File: src/rtl/button_debounce_pkg.sv
// button_debounce_pkg: shared FSM state encoding and synchronizer depth for button_debounce_pulse.
package button_debounce_pkg;

    typedef enum logic [1:0] {
        IDLE         = 2'd0,
        WAIT_PRESS   = 2'd1,
        PRESSED      = 2'd2,
        WAIT_RELEASE = 2'd3
    } btn_state_t;

    localparam int SYNC_STAGES = 2;

    function automatic int max2(input int a, input int b);
        return (a > b) ? a : b;
    endfunction

endpackage

File: src/rtl/button_debounce_pulse_sync_2ff.sv
// sync_2ff: two-flop synchronizer for one asynchronous bit, async active-low reset to 0.
module sync_2ff
    import button_debounce_pkg::*;
(
    input  logic i_clk,
    input  logic i_reset_n,
    input  logic i_d,
    output logic o_q
);

    logic [SYNC_STAGES-1:0] r_sync;

    always_ff @(posedge i_clk or negedge i_reset_n) begin
        if (!i_reset_n)
            r_sync <= '0;
        else
            r_sync <= {r_sync[SYNC_STAGES-2:0], i_d};
    end

    assign o_q = r_sync[SYNC_STAGES-1];

endmodule

File: src/rtl/button_debounce_pulse.sv
// button_debounce_pulse: debounces a raw button into a level plus a one-cycle press pulse.
// Define BTN_AUTOREPEAT_EN to add hold-to-repeat pulses while the button stays pressed.
module button_debounce_pulse
    import button_debounce_pkg::*;
#(
    parameter int DB_CYCLES     = 500000,
    parameter int REPEAT_DELAY  = 25000000,
    parameter int REPEAT_PERIOD = 5000000
) (
    input  logic clk,
    input  logic reset_n,
    input  logic btn_in,
    output logic level_out,
    output logic pulse_out
);

    localparam int TW = $clog2(DB_CYCLES);
    localparam logic [TW-1:0] DB_LAST = TW'(DB_CYCLES - 1);

    if (DB_CYCLES < 2 || REPEAT_DELAY < 2 || REPEAT_PERIOD < 2) begin : g_bad_params
        $error("button_debounce_pulse: DB_CYCLES, REPEAT_DELAY and REPEAT_PERIOD must be >= 2");
    end

    logic       w_btn_s;
    logic       w_rep_fire;
    btn_state_t r_state;
    logic [TW-1:0] r_timer;
    logic       r_level;
    logic       r_pulse;

    sync_2ff u_sync (
        .i_clk     (clk),
        .i_reset_n (reset_n),
        .i_d       (btn_in),
        .o_q       (w_btn_s)
    );

`ifdef BTN_AUTOREPEAT_EN
    localparam int RW = $clog2(max2(REPEAT_DELAY, REPEAT_PERIOD));
    localparam logic [RW-1:0] RD_LAST = RW'(REPEAT_DELAY - 1);
    localparam logic [RW-1:0] RP_LAST = RW'(REPEAT_PERIOD - 1);

    logic [RW-1:0] r_rep;
    logic          r_rep_phase;

    assign w_rep_fire = r_rep == (r_rep_phase ? RP_LAST : RD_LAST);

    // Held at zero outside PRESSED, so every entry (including from WAIT_RELEASE) restarts the delay phase.
    always_ff @(posedge clk or negedge reset_n) begin
        if (!reset_n) begin
            r_rep       <= '0;
            r_rep_phase <= 1'b0;
        end else if (r_state != PRESSED || !w_btn_s) begin
            r_rep       <= '0;
            r_rep_phase <= 1'b0;
        end else if (w_rep_fire) begin
            r_rep       <= '0;
            r_rep_phase <= 1'b1;
        end else begin
            r_rep       <= r_rep + 1'b1;
        end
    end
`else
    assign w_rep_fire = 1'b0;
`endif

    always_ff @(posedge clk or negedge reset_n) begin
        if (!reset_n) begin
            r_state <= IDLE;
            r_timer <= '0;
            r_level <= 1'b0;
            r_pulse <= 1'b0;
        end else begin
            r_pulse <= 1'b0;
            case (r_state)
                IDLE: begin
                    if (w_btn_s) begin
                        r_state <= WAIT_PRESS;
                        r_timer <= '0;
                    end
                end
                WAIT_PRESS: begin
                    if (!w_btn_s) begin
                        r_state <= IDLE;
                        r_timer <= '0;
                    end else if (r_timer == DB_LAST) begin
                        r_state <= PRESSED;
                        r_timer <= '0;
                        r_level <= 1'b1;
                        r_pulse <= 1'b1;
                    end else begin
                        r_timer <= r_timer + 1'b1;
                    end
                end
                PRESSED: begin
                    if (!w_btn_s) begin
                        r_state <= WAIT_RELEASE;
                        r_timer <= '0;
                    end else if (w_rep_fire) begin
                        r_pulse <= 1'b1;
                    end
                end
                WAIT_RELEASE: begin
                    if (w_btn_s) begin
                        r_state <= PRESSED;
                        r_timer <= '0;
                    end else if (r_timer == DB_LAST) begin
                        r_state <= IDLE;
                        r_timer <= '0;
                        r_level <= 1'b0;
                    end else begin
                        r_timer <= r_timer + 1'b1;
                    end
                end
            endcase
        end
    end

    assign level_out = r_level;
    assign pulse_out = r_pulse;

endmodule

File: config.mk
export PLATFORM = sky130hd
export DESIGN_NAME = button_debounce_pulse
export DESIGN_NICKNAME = d
export VERILOG_FILES = /design/src/rtl/button_debounce_pkg.sv /design/src/rtl/button_debounce_pulse_sync_2ff.sv /design/src/rtl/button_debounce_pulse.sv
export SDC_FILE = /design/constraint.sdc
export NUM_CORES = 1
export LEC_CHECK = 0
export CAP_MARGIN = 20
export CORE_UTILIZATION = 27
export CTS_BUF_LIST = sky130_fd_sc_hd__clkbuf_8 sky130_fd_sc_hd__clkbuf_16
export DETAILED_ROUTE_END_ITERATION = 7
export SYNTH_ARGS = -nofsm -noshare
export SYNTH_HDL_FRONTEND = slang
export SYNTH_SLANG_ARGS = --single-unit
File: constraint.sdc
create_clock -name clk -period 3.1 [get_ports clk]
set_clock_uncertainty 0.1 [all_clocks]
set_input_delay 0.93 -clock clk [delete_from_list [all_inputs] [get_ports clk]]
set_output_delay 0.93 -clock clk [all_outputs]
set_load 0.05 [all_outputs]
# Yosys cells after proc, flatten, opt, wreduce, memory -nomap -nowiden
# Index checks and enable logic that the tools add are counted.
word_totals:
  output_inout_bits: 2
  rom_bits: 0
  mem_bits_rw: 0
  regBits: 25
  input_bits: 3
  elab_cells: 44
  latchBits: 0
  memories: 0
classes:
  eq_ne: 12
  shift: 0
  div: 0
  n_mux: 21
  n_bitwise: 0
  magnitude_cmp: 0
  add_sub_neg: 1
  reduce_logical: 5
  n_mul: 0
op_table:
  columns: ["op", "n"]
  rows:
  - ["$mux W19", 5]
  - ["$pmux W19 S4", 1]
  - ["$add A19 B1 Y19 const B", 1]
  - ["$eq A19 B19 Y1 const B", 1]
  - ["$mux W2", 6]
  - ["$ne A2 B2 Y1 const B", 4]
  - ["$pmux W2 S4", 1]
  - ["$mux W1", 7]
  - ["$reduce_and A5 Y1", 1]
  - ["$eq A2 B2 Y1 const B", 2]
  - ["$ne A2 B1 Y1 const B", 2]
  - ["$reduce_and A4 Y1", 1]
  - ["$ne A3 B2 Y1 const B", 1]
  - ["$ne A3 B3 Y1 const B", 1]
  - ["$eq A2 B1 Y1 const B", 1]
  - ["$logic_not A2 Y1", 1]
  - ["$pmux W1 S2", 1]
  - ["$reduce_and A2 Y1", 1]
  - ["$reduce_bool A2 Y1", 1]

# Logic depth before layout (Yosys ltp)
logic_depth:
  depth_word: 4
  depth_mapped: 7
  ltp_nobuf: 6

# Hierarchy
# A second synthesis with hierarchy kept.
unflattened:
  hier_cells: 143
  area_unflattened_um2: 1346.3
by_module_without_submodules:
  columns: ["mod", "instances", "area_each_um2", "seq_area_each_um2", "cells_per_inst"]
  rows:
  - ["button_debounce_pulse", 1, 1296.2, 575.6, 141]
  - ["sync_2ff", 1, 50.0, 50.0, 2]

# Least setup slack after synthesis
# No wires, ideal clock.
synth_path:
  path_type: "register -> register"
  startpoint: "register r_timer[11]"
  endpoint: "register r_timer[0]"
  arrival_time_ns: 1.672
  slack_ns: 1.203
  synth_period_minus_slack_ns: 1.897
  required_time_ns: 2.875
  n_path_buf: 1
  path_stages_with_launch: 6
  setup_ns: 0.125
  path_cell_list: "dfrtp_1 > or4b_4 > nor3_4 > a31oi_4 > buf_6 > mux2_2"
synth_via:
  elab_chain_cells: 4
  elab_cells_between_ends: 5
  cone_classes: "1 x eq/ne; 4 x mux"
synth_rtl:
  columns: ["item", "line", "text"]
  rows:
  - ["start, declared", "button_debounce_pulse.sv:27", "logic [TW-1:0] r_timer;"]
  - ["start signal, assigned", "button_debounce_pulse.sv:92", "r_timer <= r_timer + 1'b1;"]
  - ["start signal, assigned", "button_debounce_pulse.sv:112", "r_timer <= r_timer + 1'b1;"]
  - ["$eq A19 B19 Y1 (*)", "button_debounce_pulse.sv:86, button_debounce_pulse.sv:107", null]
  - ["$mux W19 (*)", "button_debounce_pulse.sv:86, button_debounce_pulse.sv:107", null]
  - ["$mux W19 (on tied branches)", "button_debounce_pulse.sv:104, button_debounce_pulse.sv:83", null]
  - ["$pmux W19 S4 (*)", "button_debounce_pulse.sv:75", "case (r_state)"]
# Every way passes the cells marked *; elsewhere a longest branch is shown, timed or not.
# A chain may end at the register's enable or synchronous reset.

# Final worst setup path
layout_path:
  startpoint: "register r_level (netlist: level_out)"
  endpoint: "output port level_out"
layout_lines:
  columns: ["item", "line", "text"]
  rows:
  - ["start, declared", "button_debounce_pulse.sv:28", "logic r_level;"]
  - ["start signal, assigned", "button_debounce_pulse.sv:71", "r_level <= 1'b0;"]
  - ["start signal, assigned", "button_debounce_pulse.sv:89", "r_level <= 1'b1;"]
  - ["start signal, assigned", "button_debounce_pulse.sv:110", "r_level <= 1'b0;"]
  - ["end, declared", "button_debounce_pulse.sv:13", "output logic level_out,"]
# No word-level cell between the ends.

==> impl_metrics.csv <==
group,metric,value,unit
floorplan,fp.dieW,72.2,um
sta,slew_headroom,0.564,
clock_tree,cts_tree,"yes",
pwr,intPower,432,uW
logic_synthesis,synth.avg_cell_area,9.18,um^2
final_layout,antenna_cells,0,
floorplan,die_h,72.2,um
worst_setup_path,startpoint,"level_out",
worst_setup_path,required,2.07,ns
drt,wirelength,2600,um
pwr,power_density,378,nW/um^2
final_layout,fillCellCount,475,
sta,worst_slew_pin_slew,0.654,ns
floorplan,pin_count,5,
clock_tree,cts-hold-fix-buffers,0,
clock_tree,numCtsBuffers,3,
drt,wl_per_cell,12.0,um
global_routing,antenna_found_initial,0,
worst_setup_path,ff2ff_setup_slack,0.81,ns
worst_hold_path,hold_depth,0,
final_layout,utilization,0.315,
final_layout,final_cells,217,
worst_setup_path,cp-endpoint,"level_out",
sta,hold_viol_final,0,
sta,post-route-min-period,2.47,ns
global_routing,grt_usage,0.113,
global_routing,grt_pass1_vias,1020,
final_layout,regArea,626,um^2
place,place.gp.congestion,0.747,
floorplan,die_area,5220,um^2
pwr,comb_power_share,0.064,
worst_setup_path,path_class,"reg2out",
drt,drtPass1Iterations,4,
final_layout,area_delta_synth_final,11.8,%
worst_setup_path,crit_slowest_cell,"clkdlybuf4s50_1",
sta,setup_tns,0,ns
pwr,p_switching,130,uW
drt,vias_per_cell,4.90,
pwr,seqPwrFrac,0.593,
place,placed_cells,213,
worst_setup_path,cp-start-kind,"flip-flop",
drt,ant_nets,0,
logic_synthesis,syn-num-nets,149,
logic_synthesis,ys_types,34,
job,maxCapViolCount,0,
pwr,p_leak,0.599,nW
place,hpwl,1790,um
worst_setup_path,crit_cells,1,
clock_tree,cts-resized-gates,0,
floorplan,coreArea,4720,um^2
clock_tree,clk_pin_slew,0.09,ns
final_layout,fin_nets,155,
clock_tree,cts_setup_buffers,0,
worst_setup_path,slowest_delay,0.80,ns
worst_setup_path,critPathBufInv,1,
clock_tree,root_buffer,"clkbuf_8",
pwr,swShare,0.232,
drt,drt-initial-drc-count,37,
worst_setup_path,timing.rr.start,"r_timer[0]",
pwr,pwr-share-clk,0.343,
logic_synthesis,async_reset_ff_frac,1.00,
logic_synthesis,syn_inst,145,
worst_setup_path,r2r-end,"r_timer[11]",
logic_synthesis,netlist_area,1330,um^2
place,post-place-ws,0.844,ns
logic_synthesis,synth_edf_count,0,
sta,slew_violations,0,
clock_tree,cts_sinks,25,
sta,rsz0062_at_grt,"false",
worst_setup_path,rr_worst_depth,6,
logic_synthesis,ys.flop_type,"dfrtp_1",
sta,setup_viol,0,
drt,via_count,1063,
floorplan,num_rows,25,
worst_setup_path,path_max_fanout,3,
clock_tree,clkLatencyLatePin,0.27,ns
worst_hold_path,hold_class,"reg2reg",
worst_setup_path,crit_family,"buffers and inverters",
worst_setup_path,endpoint_kind,"output pin",
clock_tree,h-tree-depth,1,
logic_synthesis,ys_seq_elements,25,
clock_tree,cts_buffer_depth,2,
pwr,ir_drop,0.000297,V
drt,drc,0,
global_routing,grt_pass1_wl,4690,um
worst_setup_path,worstPathArrival,1.44,ns
global_routing,grt_remaining_overflow,0,
place,port_buffers,4,
worst_setup_path,crit_chain,"clkdlybuf4s50_1",
sta,final.period_utilization,0.796,
global_routing,grt_max_degree,26,
floorplan,floorplan.initialDensity,0.282,
final_layout,drive_above_1_share,0.0867,
run_status,status,"finished clean",
final_layout,multi_input_area,637,um^2
logic_synthesis,ys_warn_count,0,
sta,setup_slack,0.632,ns
logic_synthesis,ys_seq_area_frac,0.470,
sta,fmax,0.405,GHz
[worst min-delay path by stage]
stage | startpoint | end
floorplan | u_sync.r_sync[0] | u_sync.r_sync[1]
global placement | u_sync.r_sync[0] | u_sync.r_sync[1]
detailed placement | u_sync.r_sync[0] | u_sync.r_sync[1]
CTS | u_sync.r_sync[0] | u_sync.r_sync[1]
global route | u_sync.r_sync[0] | u_sync.r_sync[1]
finish | u_sync.r_sync[0] | u_sync.r_sync[1]
[sequential cells by signal, indices dropped and copies added (netlist names), named ones only]
signal	count
u_sync.r_sync	2
r_state	1
level_out	1
r_timer	19
pulse_out	1
[layer usage]
| layer | GRT usage | vias to the layer above | wire, um |
|---|---|---|---|
| li1 | - | 536 | - |
| met2 | 0.184 | 17 | 1130 |
| met4 | 0.0283 | 0 | 32 |
| met1 | 0.150 | 506 | 1330 |
| met3 | 0.0292 | 4 | 110 |
| met5 | 0 | - | 0 |
[cells in the mapped netlist, types with 2 or more instances]
master     n  share of area
nor2_1    13          0.037
or3_1      4          0.019
clkbuf_1   3         0.0085
nand2_1    8          0.023
and2_1     2         0.0094
nand3_1   18          0.068
nand4_1   11          0.052
nor4_1     2         0.0094
a21oi_1   11          0.041
mux2i_1    3          0.023
dfrtp_1   25           0.47
inv_1     11          0.031
a21o_1     2          0.011
o21ai_0   11          0.041
a22o_1     2          0.013
[kinds of logic (layout without fill, tap and decap cells)]
logic type,count (synthesis),in the layout,share of synthesized area
compound gates,30,30,0.144
xor+xnor,1,1,0.00658
fa+ha+maj,1,1,0.00940
buf+inv,16,21,0.0517
flops,25,25,0.470
mux,4,4,0.0310
simple gates,68,68,0.288
[area by class of cell]
type,count,area share
Sequential cell,25,0.420
Timing Repair Buffer,6,0.0370
Inverter,11,0.0277
Multi-Input combinational cell,104,0.428
Clock inverter,1,0.00336
Tap cell,67,0.0563
Clock buffer,3,0.0277
[power by group through the flow]
| stage | combinational [mW] | sequential, mW | clock, mW |
|---|---|---|---|
| floorplan | 0.0227 | 0.340 | 0 |
| global placement | 0.0364 | 0.340 | 0 |
| detailed placement | 0.0366 | 0.340 | 0 |
| CTS | 0.0365 | 0.334 | 0.202 |
| global route | 0.0412 | 0.334 | 0.210 |
| finish | 0.0360 | 0.334 | 0.193 |
[metrics by stage]
| stage | total power [mW] | area, um^2 | hold WS (ns) |
|---|---|---|---|
| after global routing | 0.585 | 1490 | 0.265 |
| after global placement | 0.377 | 1440 | 0.235 |
| final | 0.563 | 1490 | 0.255 |
| after detailed placement | 0.377 | 1440 | 0.240 |
| after floorplan | 0.362 | 1330 | 0.231 |
| after CTS | 0.573 | 1490 | 0.262 |
[cell usage in the layout, fill, tap and decap left out, types with 3 or more instances in the layout]
cell type / n
dfrtp_1: 25
nand3_1: 18
nor2_1: 13
inv_1: 11
nand4_1: 11
a21oi_1: 11
o21ai_0: 11
nand2_1: 8
or3_1: 4
clkdlybuf4s50_1: 4
mux2i_1: 3
clkbuf_8: 3
Power figures use the tool's default switching activity.
